**config.mk**
```make
export PLATFORM = sky130hd
export DESIGN_NAME = cdr_tx_symbol_gen
export DESIGN_NICKNAME = d
export VERILOG_FILES = /design/src/rtl/cdr_tx_pkg.sv /design/src/rtl/prbs7_lfsr.sv /design/src/rtl/cdr_tx_symbol_gen.sv
export SDC_FILE = /design/constraint.sdc
export NUM_CORES = 1
export LEC_CHECK = 0
export CAP_MARGIN = 20
export CORE_UTILIZATION = 45
export CTS_CLUSTER_DIAMETER = 120
export DETAILED_ROUTE_END_ITERATION = 7
export MAX_ROUTING_LAYER = met4
export PLACE_DENSITY = 0.66
export SYNTH_ARGS = -nofsm -noshare
export SYNTH_HDL_FRONTEND = slang
export SYNTH_SLANG_ARGS = --single-unit
```
**constraint.sdc**
```tcl
create_clock -name clk -period 4 [get_ports clk]
set_clock_uncertainty 0.15 [all_clocks]
set_input_delay 0.6 -clock clk [delete_from_list [all_inputs] [get_ports clk]]
set_output_delay 0.6 -clock clk [all_outputs]
set_load 0.02 [all_outputs]
```
**src/rtl/cdr_tx_pkg.sv**
```systemverilog
// cdr_tx_pkg: shared types, PRBS seed and PAM4 Gray level mapping for cdr_tx_symbol_gen.
package cdr_tx_pkg;

    typedef enum logic [1:0] {
        IDLE     = 2'd0,
        PREAMBLE = 2'd1,
        PAYLOAD  = 2'd2
    } tx_state_t;

    localparam logic [6:0] PRBS7_SEED = 7'h7F;

    // Gray order 00,01,11,10 walks the levels bottom to top; amp/3 truncates.
    function automatic logic [7:0] pam4_level(input logic [1:0] g, input logic [7:0] amp);
        logic [7:0] a3;
        a3 = amp / 8'd3;
        return g == 2'b00 ? -amp : g == 2'b01 ? -a3 : g == 2'b11 ? a3 : amp;
    endfunction

endpackage

```
**src/rtl/prbs7_lfsr.sv**
```systemverilog
// prbs7_lfsr: Fibonacci x^7+x^6+1 generator, BITS output bits per advance (first bit in the MSB).
module prbs7_lfsr
    import cdr_tx_pkg::*;
#(
    parameter int BITS = 1
) (
    input  logic            clk,
    input  logic            rst,
    input  logic            start,
    input  logic            adv,
    output logic [BITS-1:0] bit_o
);

    logic [6:0] s;
    logic [6:0] s_adv;

    always_comb begin
        bit_o = '0;
        s_adv = s;
        for (int i = 0; i < BITS; i++) begin
            bit_o[BITS-1-i] = s_adv[6];
            s_adv = {s_adv[5:0], s_adv[6] ^ s_adv[5]};
        end
    end

    always_ff @(posedge clk or posedge rst) begin
        if (rst)
            s <= PRBS7_SEED;
        else if (start)
            s <= PRBS7_SEED;
        else if (adv)
            s <= s_adv;
    end

endmodule

```
**src/rtl/cdr_tx_symbol_gen.sv**
```systemverilog
// cdr_tx_symbol_gen: NCO-paced test-symbol transmitter (preamble, then PRBS7 or byte payload).
// Define CDR_TX_PAM4_EN for 2-bit/symbol PAM4 Gray payload; default build is PAM2 only.
module cdr_tx_symbol_gen
    import cdr_tx_pkg::*;
#(
    parameter int AMP           = 64,
    parameter int PREAMBLE_SYMS = 16,
    parameter int ACC_W         = 32
) (
    input  logic             clk,
    input  logic             rst,
    input  logic             en,
    input  logic [ACC_W-1:0] fcw,
    input  logic             start,
    input  logic             stop,
    input  logic             mode_prbs,
    input  logic [7:0]       byte_data,
    input  logic             byte_valid,
    output logic             byte_ready,
    output logic             sym_tick,
    output logic [7:0]       y_n,
    output logic [1:0]       tx_state,
    output logic             underrun
);

`ifdef CDR_TX_PAM4_EN
    localparam int BPS = 2;
`else
    localparam int BPS = 1;
`endif
    localparam int         SPB      = 8 / BPS;
    localparam logic [7:0] AMP8     = 8'(AMP);
    localparam logic [7:0] PRE_LAST = 8'(PREAMBLE_SYMS - 1);

    tx_state_t      state, state_d;
    logic [ACC_W-1:0] acc, acc_d;
    logic [ACC_W:0] sum;
    logic [7:0]     pre_cnt, pre_cnt_d;
    logic           mode, mode_d;
    logic [7:0]     buf_q, buf_d;
    logic           buf_full, buf_full_d;
    logic [7:0]     sr, sr_d;
    logic [2:0]     sr_cnt, sr_cnt_d;
    logic [7:0]     y_q, y_d;
    logic           tick_q, tick_d;
    logic           und_q, und_d;
    logic           load, take;
    logic           lfsr_start, lfsr_adv;
    logic [BPS-1:0] prbs_bits;

    prbs7_lfsr #(.BITS(BPS)) u_prbs (
        .clk   (clk),
        .rst   (rst),
        .start (lfsr_start),
        .adv   (lfsr_adv),
        .bit_o (prbs_bits)
    );

    function automatic logic [7:0] map_sym(input logic [BPS-1:0] b);
`ifdef CDR_TX_PAM4_EN
        return pam4_level(b, AMP8);
`else
        return b[0] ? AMP8 : -AMP8;
`endif
    endfunction

    always_comb begin
        sum        = {1'b0, acc} + {1'b0, fcw};
        state_d    = state;
        acc_d      = acc;
        pre_cnt_d  = pre_cnt;
        mode_d     = mode;
        buf_d      = buf_q;
        sr_d       = sr;
        sr_cnt_d   = sr_cnt;
        y_d        = y_q;
        tick_d     = tick_q;
        und_d      = und_q;
        lfsr_start = 1'b0;
        lfsr_adv   = 1'b0;
        take       = 1'b0;
        load       = en && byte_valid && !buf_full;
        if (en && state == IDLE) begin
            if (start && !stop) begin
                state_d    = PREAMBLE;
                acc_d      = '0;
                pre_cnt_d  = '0;
                mode_d     = mode_prbs;
                und_d      = 1'b0;
                lfsr_start = 1'b1;
            end
        end else if (en && stop) begin
            state_d  = IDLE;
            y_d      = '0;
            tick_d   = 1'b0;
            sr_cnt_d = '0;
        end else if (en) begin
            acc_d  = sum[ACC_W-1:0];
            tick_d = sum[ACC_W];
            // The NCO carry is the symbol strobe; the new symbol lands with sym_tick.
            if (sum[ACC_W]) begin
                if (state == PREAMBLE) begin
                    y_d       = pre_cnt[0] ? -AMP8 : AMP8;
                    pre_cnt_d = pre_cnt + 8'd1;
                    state_d   = pre_cnt == PRE_LAST ? PAYLOAD : PREAMBLE;
                end else if (mode) begin
                    lfsr_adv = 1'b1;
                    y_d      = map_sym(prbs_bits);
                end else if (sr_cnt != 3'd0) begin
                    y_d      = map_sym(sr[7 -: BPS]);
                    sr_d     = sr << BPS;
                    sr_cnt_d = sr_cnt - 3'd1;
                end else if (buf_full) begin
                    take     = 1'b1;
                    y_d      = map_sym(buf_q[7 -: BPS]);
                    sr_d     = buf_q << BPS;
                    sr_cnt_d = 3'(SPB - 1);
                end else begin
                    y_d   = '0;
                    und_d = 1'b1;
                end
            end
        end
        buf_d      = load ? byte_data : buf_q;
        buf_full_d = load || (buf_full && !take);
    end

    always_ff @(posedge clk or posedge rst) begin
        if (rst) begin
            state    <= IDLE;
            acc      <= '0;
            pre_cnt  <= '0;
            mode     <= 1'b0;
            buf_q    <= '0;
            buf_full <= 1'b0;
            sr       <= '0;
            sr_cnt   <= '0;
            y_q      <= '0;
            tick_q   <= 1'b0;
            und_q    <= 1'b0;
        end else begin
            state    <= state_d;
            acc      <= acc_d;
            pre_cnt  <= pre_cnt_d;
            mode     <= mode_d;
            buf_q    <= buf_d;
            buf_full <= buf_full_d;
            sr       <= sr_d;
            sr_cnt   <= sr_cnt_d;
            y_q      <= y_d;
            tick_q   <= tick_d;
            und_q    <= und_d;
        end
    end

    assign y_n        = y_q;
    assign sym_tick   = tick_q;
    assign tx_state   = state;
    assign byte_ready = !buf_full;
    assign underrun   = und_q;

endmodule

```
==> results of run 1 <==
-- metrics by stage --
step	hold slack [ns]	setup WS (ns)	std cells	total power [mW]	util, %
after floorplan	0.300	0.603	572	2.79	-
after global placement	0.318	0.236	742	3.23	53.1
after detailed placement	0.326	0.146	742	3.29	53.1
after CTS	0.331	0.535	758	4.14	55.9
after global routing	0.341	0.339	758	4.49	55.9
final	0.331	0.522	758	4.13	55.9
-- final cells by class --
| class | instances | area [um2] | area share, % |
|---|---|---|---|
| multi-input cells | 449 | 3120 | 50.9 |
| clock buffers | 11 | 243 | 3.96 |
| well taps | 140 | 175 | 2.86 |
| clock inverters | 5 | 63.8 | 1.04 |
| repair buffers | 63 | 631 | 10.3 |
| flip-flops and latches | 73 | 1840 | 29.9 |
| inverters | 17 | 63.8 | 1.04 |
-- final timing paths --
check | start | endpoint | slack (ns) | depth (start not counted)
max in group asynchronous | rst | u_prbs.s[6] | 2.46 | 3
max reg2reg | acc[0] | u_prbs.s[3] | 0.82 | 9
max | fcw[0] | u_prbs.s[3] | 0.52 | 10
min in group asynchronous | rst | acc[16] | 0.52 | 2
min reg2reg | pre_cnt[7] | pre_cnt[7] | 0.33 | 1
min | pre_cnt[7] | pre_cnt[7] | 0.33 | 1
-- metal layers --
| layer | share of wire (%) | up-vias | track usage [%] |
|---|---|---|---|
| met5 | 0 | - | - |
| met4 | 1.3 | 0 | 6.37 |
| met3 | 4.2 | 15 | 5.38 |
| met2 | 47 | 93 | 35.3 |
| met1 | 48 | 2067 | 29.6 |
| li1 | - | 2191 | - |
-- critical path: stages --
cell and delay (ns):
sky130_fd_sc_hd__clkdlybuf4s50_1 0.40, sky130_fd_sc_hd__ha_1 0.24, sky130_fd_sc_hd__fa_1 0.44, sky130_fd_sc_hd__a211o_1 0.29, sky130_fd_sc_hd__a211o_1 0.35, sky130_fd_sc_hd__a21oi_2 0.23, sky130_fd_sc_hd__a2111oi_4 0.11, sky130_fd_sc_hd__o31a_1 0.30
sky130_fd_sc_hd__nand4_1 0.36, sky130_fd_sc_hd__mux2i_1 0.26
-- report_power, final --
part	internal, mW	total [mW]	switching (mW)
combinational	0.925	2.13	1.20
clock	0.505	0.839	0.334
sequential	1.01	1.17	0.160
-- sequential cells by signal (all words and copies together) (netlist names) --
register and cells:
tx_state 2, u_prbs.s 7, buf_full 1, mode 1, acc 32, sym_tick 1, y_n 2, sr 7
underrun 1, sr_cnt 3, buf_q 8, pre_cnt 8
-- cell families (layout without fill, tap and decap cells) --
| logic type | count (synthesis) | in the layout | synth area share [%] |
|---|---|---|---|
| xor+xnor | 24 | 24 | 4.07 |
| buf+inv | 50 | 96 | 4.32 |
| flops | 73 | 73 | 35.6 |
| compound gates | 169 | 169 | 21.8 |
| simple gates | 177 | 177 | 17.0 |
| other cells | 1 | 6 | 0.0727 |
| mux | 37 | 37 | 8.22 |
| fa+ha+maj | 36 | 36 | 8.87 |
-- synth_stat cells (3+ instances only) --
| master | count |
|---|---|
| sky130_fd_sc_hd__mux2i_1 | 15 |
| sky130_fd_sc_hd__clkbuf_1 | 21 |
| sky130_fd_sc_hd__a211oi_1 | 3 |
| sky130_fd_sc_hd__o21ai_0 | 50 |
| sky130_fd_sc_hd__inv_1 | 17 |
| sky130_fd_sc_hd__nand2_1 | 46 |
| sky130_fd_sc_hd__and3_1 | 4 |
| sky130_fd_sc_hd__nor3_1 | 10 |
| sky130_fd_sc_hd__buf_2 | 4 |
| sky130_fd_sc_hd__a31oi_1 | 7 |
| sky130_fd_sc_hd__a211o_1 | 4 |
| sky130_fd_sc_hd__mux2_4 | 7 |
| sky130_fd_sc_hd__a21o_1 | 16 |
| sky130_fd_sc_hd__and2_1 | 5 |
| sky130_fd_sc_hd__nand3_1 | 43 |
| sky130_fd_sc_hd__o21a_1 | 5 |
| sky130_fd_sc_hd__buf_4 | 8 |
| sky130_fd_sc_hd__a21oi_1 | 35 |
| sky130_fd_sc_hd__nor2b_1 | 7 |
| sky130_fd_sc_hd__ha_1 | 35 |
| sky130_fd_sc_hd__nor3b_1 | 3 |
| sky130_fd_sc_hd__a21oi_2 | 4 |
| sky130_fd_sc_hd__dfrtp_1 | 66 |
| sky130_fd_sc_hd__xor2_1 | 9 |
| sky130_fd_sc_hd__xnor2_1 | 15 |
| sky130_fd_sc_hd__dfstp_2 | 7 |
| sky130_fd_sc_hd__o211ai_1 | 7 |
| sky130_fd_sc_hd__mux2_2 | 15 |
| sky130_fd_sc_hd__a31o_2 | 3 |
| sky130_fd_sc_hd__or4_1 | 4 |
| sky130_fd_sc_hd__nor2_1 | 31 |
| sky130_fd_sc_hd__or3_1 | 4 |
| sky130_fd_sc_hd__o31ai_1 | 6 |
| sky130_fd_sc_hd__nand4_1 | 10 |
| sky130_fd_sc_hd__o21bai_1 | 4 |
-- placed cells by master (no fill, tap or decap), types with 4 or more instances in the layout --
cell type / count
sky130_fd_sc_hd__a21o_1: 16
sky130_fd_sc_hd__or4_1: 4
sky130_fd_sc_hd__and2_1: 5
sky130_fd_sc_hd__conb_1: 6
sky130_fd_sc_hd__buf_4: 8
sky130_fd_sc_hd__nor2b_1: 7
sky130_fd_sc_hd__a31oi_1: 7
sky130_fd_sc_hd__a21oi_2: 4
sky130_fd_sc_hd__nor2_1: 31
sky130_fd_sc_hd__o21bai_1: 4
sky130_fd_sc_hd__inv_1: 16
sky130_fd_sc_hd__nand2_1: 45
sky130_fd_sc_hd__a211o_1: 4
sky130_fd_sc_hd__clkdlybuf4s50_1: 53
sky130_fd_sc_hd__mux2_4: 7
sky130_fd_sc_hd__o211ai_1: 7
sky130_fd_sc_hd__o21a_1: 5
sky130_fd_sc_hd__clkbuf_16: 9
sky130_fd_sc_hd__nor3_1: 10
sky130_fd_sc_hd__or3_1: 4
sky130_fd_sc_hd__dfrtp_1: 66
sky130_fd_sc_hd__xnor2_1: 15
sky130_fd_sc_hd__nand3_1: 43
sky130_fd_sc_hd__xor2_1: 9
sky130_fd_sc_hd__and3_1: 4
sky130_fd_sc_hd__nand4_1: 10
sky130_fd_sc_hd__o21ai_0: 50
sky130_fd_sc_hd__o31ai_1: 6
sky130_fd_sc_hd__mux2_2: 15
sky130_fd_sc_hd__dfstp_2: 7
sky130_fd_sc_hd__a21oi_1: 35
sky130_fd_sc_hd__mux2i_1: 15
sky130_fd_sc_hd__ha_1: 35
==> metrics.csv, run 1 <==
stage;metric;value;unit
detailed_routing;total detailed-routing wirelength;11800;um
synthesis;mean instance size in the synthesized netlist;9.10;um2
global_route;wire length of the first global-routing pass;20600;um
timing;setup repair after global routing missed its margin;no;
synthesis;gate count after technology mapping;567;
power_and_ir_drop;static power due to leakage;2.75;nW
clock_tree;clock-pin slew reported for the worst setup and hold paths after clock tree synthesis;0.06;ns
cells_and_area;final-stage net count;696;
synthesis;share of synthesized registers carrying an async set or reset;100;%
clock_tree;post-CTS setup repair buffer count;0;
power_and_ir_drop;Power per Cell Area;674;nW/um2
floorplan;Site Rows;38;
timing;Tcrit/Tclk final;86.9;%
clock_tree;clock sink count;73;
global_route;initial antenna violation count;0;
timing;max-slew violations;0;
job;max_cap viols;0;
synthesis;most common flop cell mapped by yosys;sky130_fd_sc_hd__dfrtp_1;
power_and_ir_drop;maximum VDD drop;0.000391;V
timing;final count of negative-setup-slack endpoints;0;
setup_path;arrival time at the worst endpoint;3.59;ns
floorplan;die outline height;109;um
synthesis;area of the mapped netlist;5160;um2
status;status;complete, no violations;
cells_and_area;post-route cell area;6130;um2
timing;relative slew slack;42.3;%
synthesis;dominant cells by area after synthesis;sky130_fd_sc_hd__dfrtp_1 32%, sky130_fd_sc_hd__ha_1 8.5%, sky130_fd_sc_hd__o21ai_0 4.8%;
timing;Tightest Pin Transition;0.843;ns
clock_tree;latest clock arrival within the worst-skew pair;0.34;ns
setup_path;kind of end point of the critical path;register;
floorplan;horizontal die dimension;109;um
timing;Final Hold Vio Count;0;
place;count of buffers inserted at the top-level ports;53;
synthesis;Post-synth EDFFs;0;
global_route;vias in the first global route;4225;
detailed_routing;Via density;5.76;
clock_tree;number of buffers on the longest clock path;2;
synthesis;sequential element share of the synthesized area;35.6;%
setup_path;critical-path maximum fanout;7;
floorplan;total I/O pin count;60;
setup_path;critical setup path kind;in -> reg;
synthesis;cell type with the highest aggregate area in the netlist;sky130_fd_sc_hd__dfrtp_1;
timing;Max Freq;0.288;GHz
detailed_routing;wire length per cell after detailed routing;15.6;um
place;weighted congestion reported at the end of routability-driven placement;0.914;
floorplan;initial core utilization;47.0;%
floorplan;Total Die Area;11900;um2
hold_path;worst hold-check path type;reg -> reg;
cells_and_area;area growth from synthesis to layout;18.9;%
clock_tree;number of hold-repair buffers added at the cts stage;0;
floorplan;core area;11000;um2
timing;setup tns final;0;ns
clock_tree;count of instances resized after the clock tree is built;0;
place;DP Area;5830;um2
clock_tree;CTS tree;done;
global_route;GRT Overall Usage;22.8;%
clock_tree;CTS Root Cell;sky130_fd_sc_hd__clkbuf_16;
timing;minimum period implied by the final worst setup slack;3.48;ns
place;half-perimeter wire length of the detailed placement result;8570;um
clock_tree;CTS buffer count;9;
synthesis;area share of the largest cell type after synthesis;32.0;%
cells_and_area;number of inserted diodes;0;
detailed_routing;Detailed Routing Iterations Pass 1;4;
detailed_routing;Routed Antenna Nets;0;
global_route;remaining global-route overflow;0;
synthesis;number of distinct library cells after synthesis;65;
detailed_routing;routed vias;4366;
detailed_routing;DR DRC count;0;
setup_path;required time reported for the critical path endpoint;4.11;ns
synthesis;number of synthesized register bits;73;
synthesis;Synth warnings;0;
cells_and_area;Filler Cell Count;992;
clock_tree;number of H-tree levels;3;
setup_path;Worst Setup Start Kind;primary input;
detailed_routing;number of violations reported at the end of detailed-routing iteration 0;206;
global_route;maximum number of pins on one net before global-route repair;47;
cells_and_area;fraction of layout instances using a drive strength above 1;11.5;%
Note: power is estimated with default switching activity, not from simulation.
==> run 2: changes to the inputs <==
CORE_UTILIZATION = 40   (was 45)
PLACE_DENSITY = not set   (was 0.66)
==> run 2 against run 1 <==
  * Count of clock-buffer cells in the layout is 2 higher
  * Non-clock buffer count is 6 higher
  * Combinational power about the same
  * Final cell count grew 5.0%
  * Routed wire length rose by 2.6%
  * Via count grew 2.0%
  * Flip-flop and latch count is the same
==> metrics.csv, run 2 (synthesis gave the netlist of run 1 again) <==
stage;metric;value;unit;change
cells_and_area;biggest regs;acc: 32 flops, buf_q: 8 flops, pre_cnt: 8 flops;;
clock_tree;count of instances resized after the clock tree is built;0;;unchanged
cells_and_area;most common cell after layout, fill and taps aside;sky130_fd_sc_hd__dfrtp_1;;
cells_and_area;total area of multi-input combinational cells;3120;um2;unchanged
detailed_routing;Detailed Routing Iterations Pass 1;5;;+1
timing;Tcrit/Tclk final;85.5;%;-1.5 points
setup_path;kind of end point of the critical path;register;;
power_and_ir_drop;static power due to leakage;2.76;nW;+0.15%
global_route;GRT Overall Usage;20.5;%;-2.3 points
detailed_routing;Via density;5.60;;-2.9%
detailed_routing;Routed Antenna Nets;0;;unchanged
setup_path;Worst Setup Start Kind;primary input;;
power_and_ir_drop;net switching fraction of the power;41.2;%;+0.20 points
timing;relative slew slack;43.9;%;+1.5 points
detailed_routing;wire length per cell after detailed routing;15.2;um;-2.3%
clock_tree;clock-pin slew reported for the worst setup and hold paths after clock tree synthesis;0.06;ns;about the same
global_route;busiest layer in global routing;met2;;
global_route;remaining global-route overflow;0;;unchanged
detailed_routing;number of violations reported at the end of detailed-routing iteration 0;200;;-2.9%
setup_path;arrival time at the worst endpoint;3.53;ns;-0.06 ns
clock_tree;CTS buffer count;9;;unchanged
clock_tree;number of hold-repair buffers added at the cts stage;0;;unchanged
cells_and_area;commonest cells after routing, fill and taps aside;66 x sky130_fd_sc_hd__dfrtp_1, 53 x sky130_fd_sc_hd__clkdlybuf4s50_1, 50 x sky130_fd_sc_hd__o21ai_0, 45 x sky130_fd_sc_hd__nand2_1, 43 x sky130_fd_sc_hd__nand3_1;;
timing;minimum period implied by the final worst setup slack;3.42;ns;-0.0585 ns
global_route;vias in the first global route;4412;;+4.4%
global_route;met1 Resource Use GR;24.3;%;-5.3 points
status;status;complete, no violations;;
global_route;wire length of the first global-routing pass;20700;um;+0.67%
cells_and_area;final-stage net count;702;;+0.86%
clock_tree;post-CTS setup repair buffer count;0;;unchanged
timing;final hold slack;0.333;ns;+0.00124 ns
timing;setup tns final;0;ns;unchanged
place;weighted congestion reported at the end of routability-driven placement;0.874;;-4.4%
setup_path;critical-path maximum fanout;7;;unchanged
power_and_ir_drop;total internal power;2.39;mW;-2.2%
clock_tree;number of buffers on the longest clock path;2;;unchanged
floorplan;total I/O pin count;60;;unchanged
clock_tree;number of H-tree levels;3;;unchanged
cells_and_area;register area;1840;um2;unchanged
clock_tree;latest clock arrival within the worst-skew pair;0.35;ns;about the same
detailed_routing;routed vias;4454;;+2.0%
global_route;global-route track usage on met2;33.3;%;-2.0 points
cells_and_area;area growth from synthesis to layout;19.6;%;
global_route;maximum number of pins on one net before global-route repair;62;;+32%
cells_and_area;number of flip-flops under the largest register name;32;;unchanged
hold_path;worst hold-check path type;reg -> reg;;
timing;Max Freq;0.292;GHz;+1.7%
floorplan;initial core utilization;40.9;%;-6.1 points
timing;max-slew violations;0;;unchanged
place;half-perimeter wire length of the detailed placement result;8740;um;+2.0%
power_and_ir_drop;Switching Power;1.67;mW;-1.4%
floorplan;core area;12600;um2;+15%
cells_and_area;Most flops, register;acc;;
timing;Final Hold Vio Count;0;;unchanged
setup_path;critical setup path kind;in -> reg;;
place;DP Area;5900;um2;+1.2%
global_route;met3 GRT Util;5.13;%;-0.25 points
power_and_ir_drop;sequential group share of total power;28.7;%;+0.4 points
floorplan;horizontal die dimension;116;um;+6.0%
place;count of buffers inserted at the top-level ports;53;;unchanged
detailed_routing;DR DRC count;0;;unchanged
setup_path;required time reported for the critical path endpoint;4.11;ns;about the same
job;max_cap viols;0;;unchanged
timing;Tightest Pin Transition;0.841;ns;-0.00217 ns
clock_tree;CTS Root Cell;sky130_fd_sc_hd__clkbuf_16;;
clock_tree;clock sink count;73;;unchanged
power_and_ir_drop;Power per Cell Area;657;nW/um2;-2.5%
power_and_ir_drop;share of power burned in combinational logic;52.6;%;+1.2 points
cells_and_area;Filler Cell Count;1238;;+25%
timing;final count of negative-setup-slack endpoints;0;;unchanged
cells_and_area;post-route cell area;6170;um2;+0.59%
power_and_ir_drop;part of the total power dissipated in the clock network;18.7;%;-1.6 points
cells_and_area;number of inserted diodes;0;;unchanged
floorplan;die outline height;116;um;+6.0%
clock_tree;CTS tree;done;;
global_route;initial antenna violation count;0;;unchanged
timing;setup repair after global routing missed its margin;no;;
floorplan;Total Die Area;13400;um2;+12%
floorplan;Site Rows;41;;+7.9%
cells_and_area;fraction of layout instances using a drive strength above 1;12.0;%;+0.53 points
detailed_routing;total detailed-routing wirelength;12100;um;+2.6%
power_and_ir_drop;maximum VDD drop;0.000330;V;-16%
run 2: metal layers:
layer  wire (um)  part of all wire [%]  up-vias
met5           0                     0        -
met4         297                   2.4        0
met3         615                   5.1       21
met2        5740                    47      122
met1        5470                    45     2124
li1            -                     -     2187
run 2: final cells by class:
class,count,area share (%)
clock buffers,13,4.06
clock inverters,3,0.324
inverters,17,1.03
multi-input cells,449,50.6
flip-flops and latches,73,29.7
well taps,172,3.49
repair buffers,69,10.7
run 2: path summary, 6_finish.rpt:
kind	cells after the start	endpoint	from	slack, ns
worst min-delay path	1	pre_cnt[7]	pre_cnt[7]	0.33
worst max-delay path	10	u_prbs.s[1]	fcw[0]	0.58
max in group asynchronous	3	u_prbs.s[2]	rst	2.18
worst max register to register	9	u_prbs.s[1]	acc[0]	0.88
worst min register to register	1	pre_cnt[7]	pre_cnt[7]	0.33
min in group asynchronous	2	acc[18]	rst	0.59
run 2: power by group through the flow:
stage / sequential, mW / clock [mW] / combinational [mW]
floorplan: 1.16 / 0 / 1.63
global placement: 1.17 / 0 / 2.09
detailed placement: 1.18 / 0 / 2.12
CTS: 1.17 / 0.782 / 2.14
global route: 1.20 / 0.814 / 2.40
finish: 1.17 / 0.758 / 2.13
run 2: critical path, cell delays in order:
cell                              delay (ns)
sky130_fd_sc_hd__clkdlybuf4s50_1        0.40
sky130_fd_sc_hd__ha_1                   0.24
sky130_fd_sc_hd__fa_1                   0.44
sky130_fd_sc_hd__a211o_1                0.30
sky130_fd_sc_hd__a211o_1                0.34
sky130_fd_sc_hd__a21oi_2                0.21
sky130_fd_sc_hd__a2111oi_4              0.11
sky130_fd_sc_hd__o31a_1                 0.28
sky130_fd_sc_hd__nand4_1                0.34
sky130_fd_sc_hd__mux2i_1                0.26
run 2: metrics by stage:
stage                     total power [mW]  cells  util (%)  setup WS (ns)
after floorplan                       2.79    572         -          0.603
after global placement                3.25    780      46.8          0.241
after detailed placement              3.30    780      46.8          0.221
after CTS                             4.09    796      48.9          0.576
after global routing                  4.41    796      48.9          0.441
final                                 4.06    796      48.9          0.581
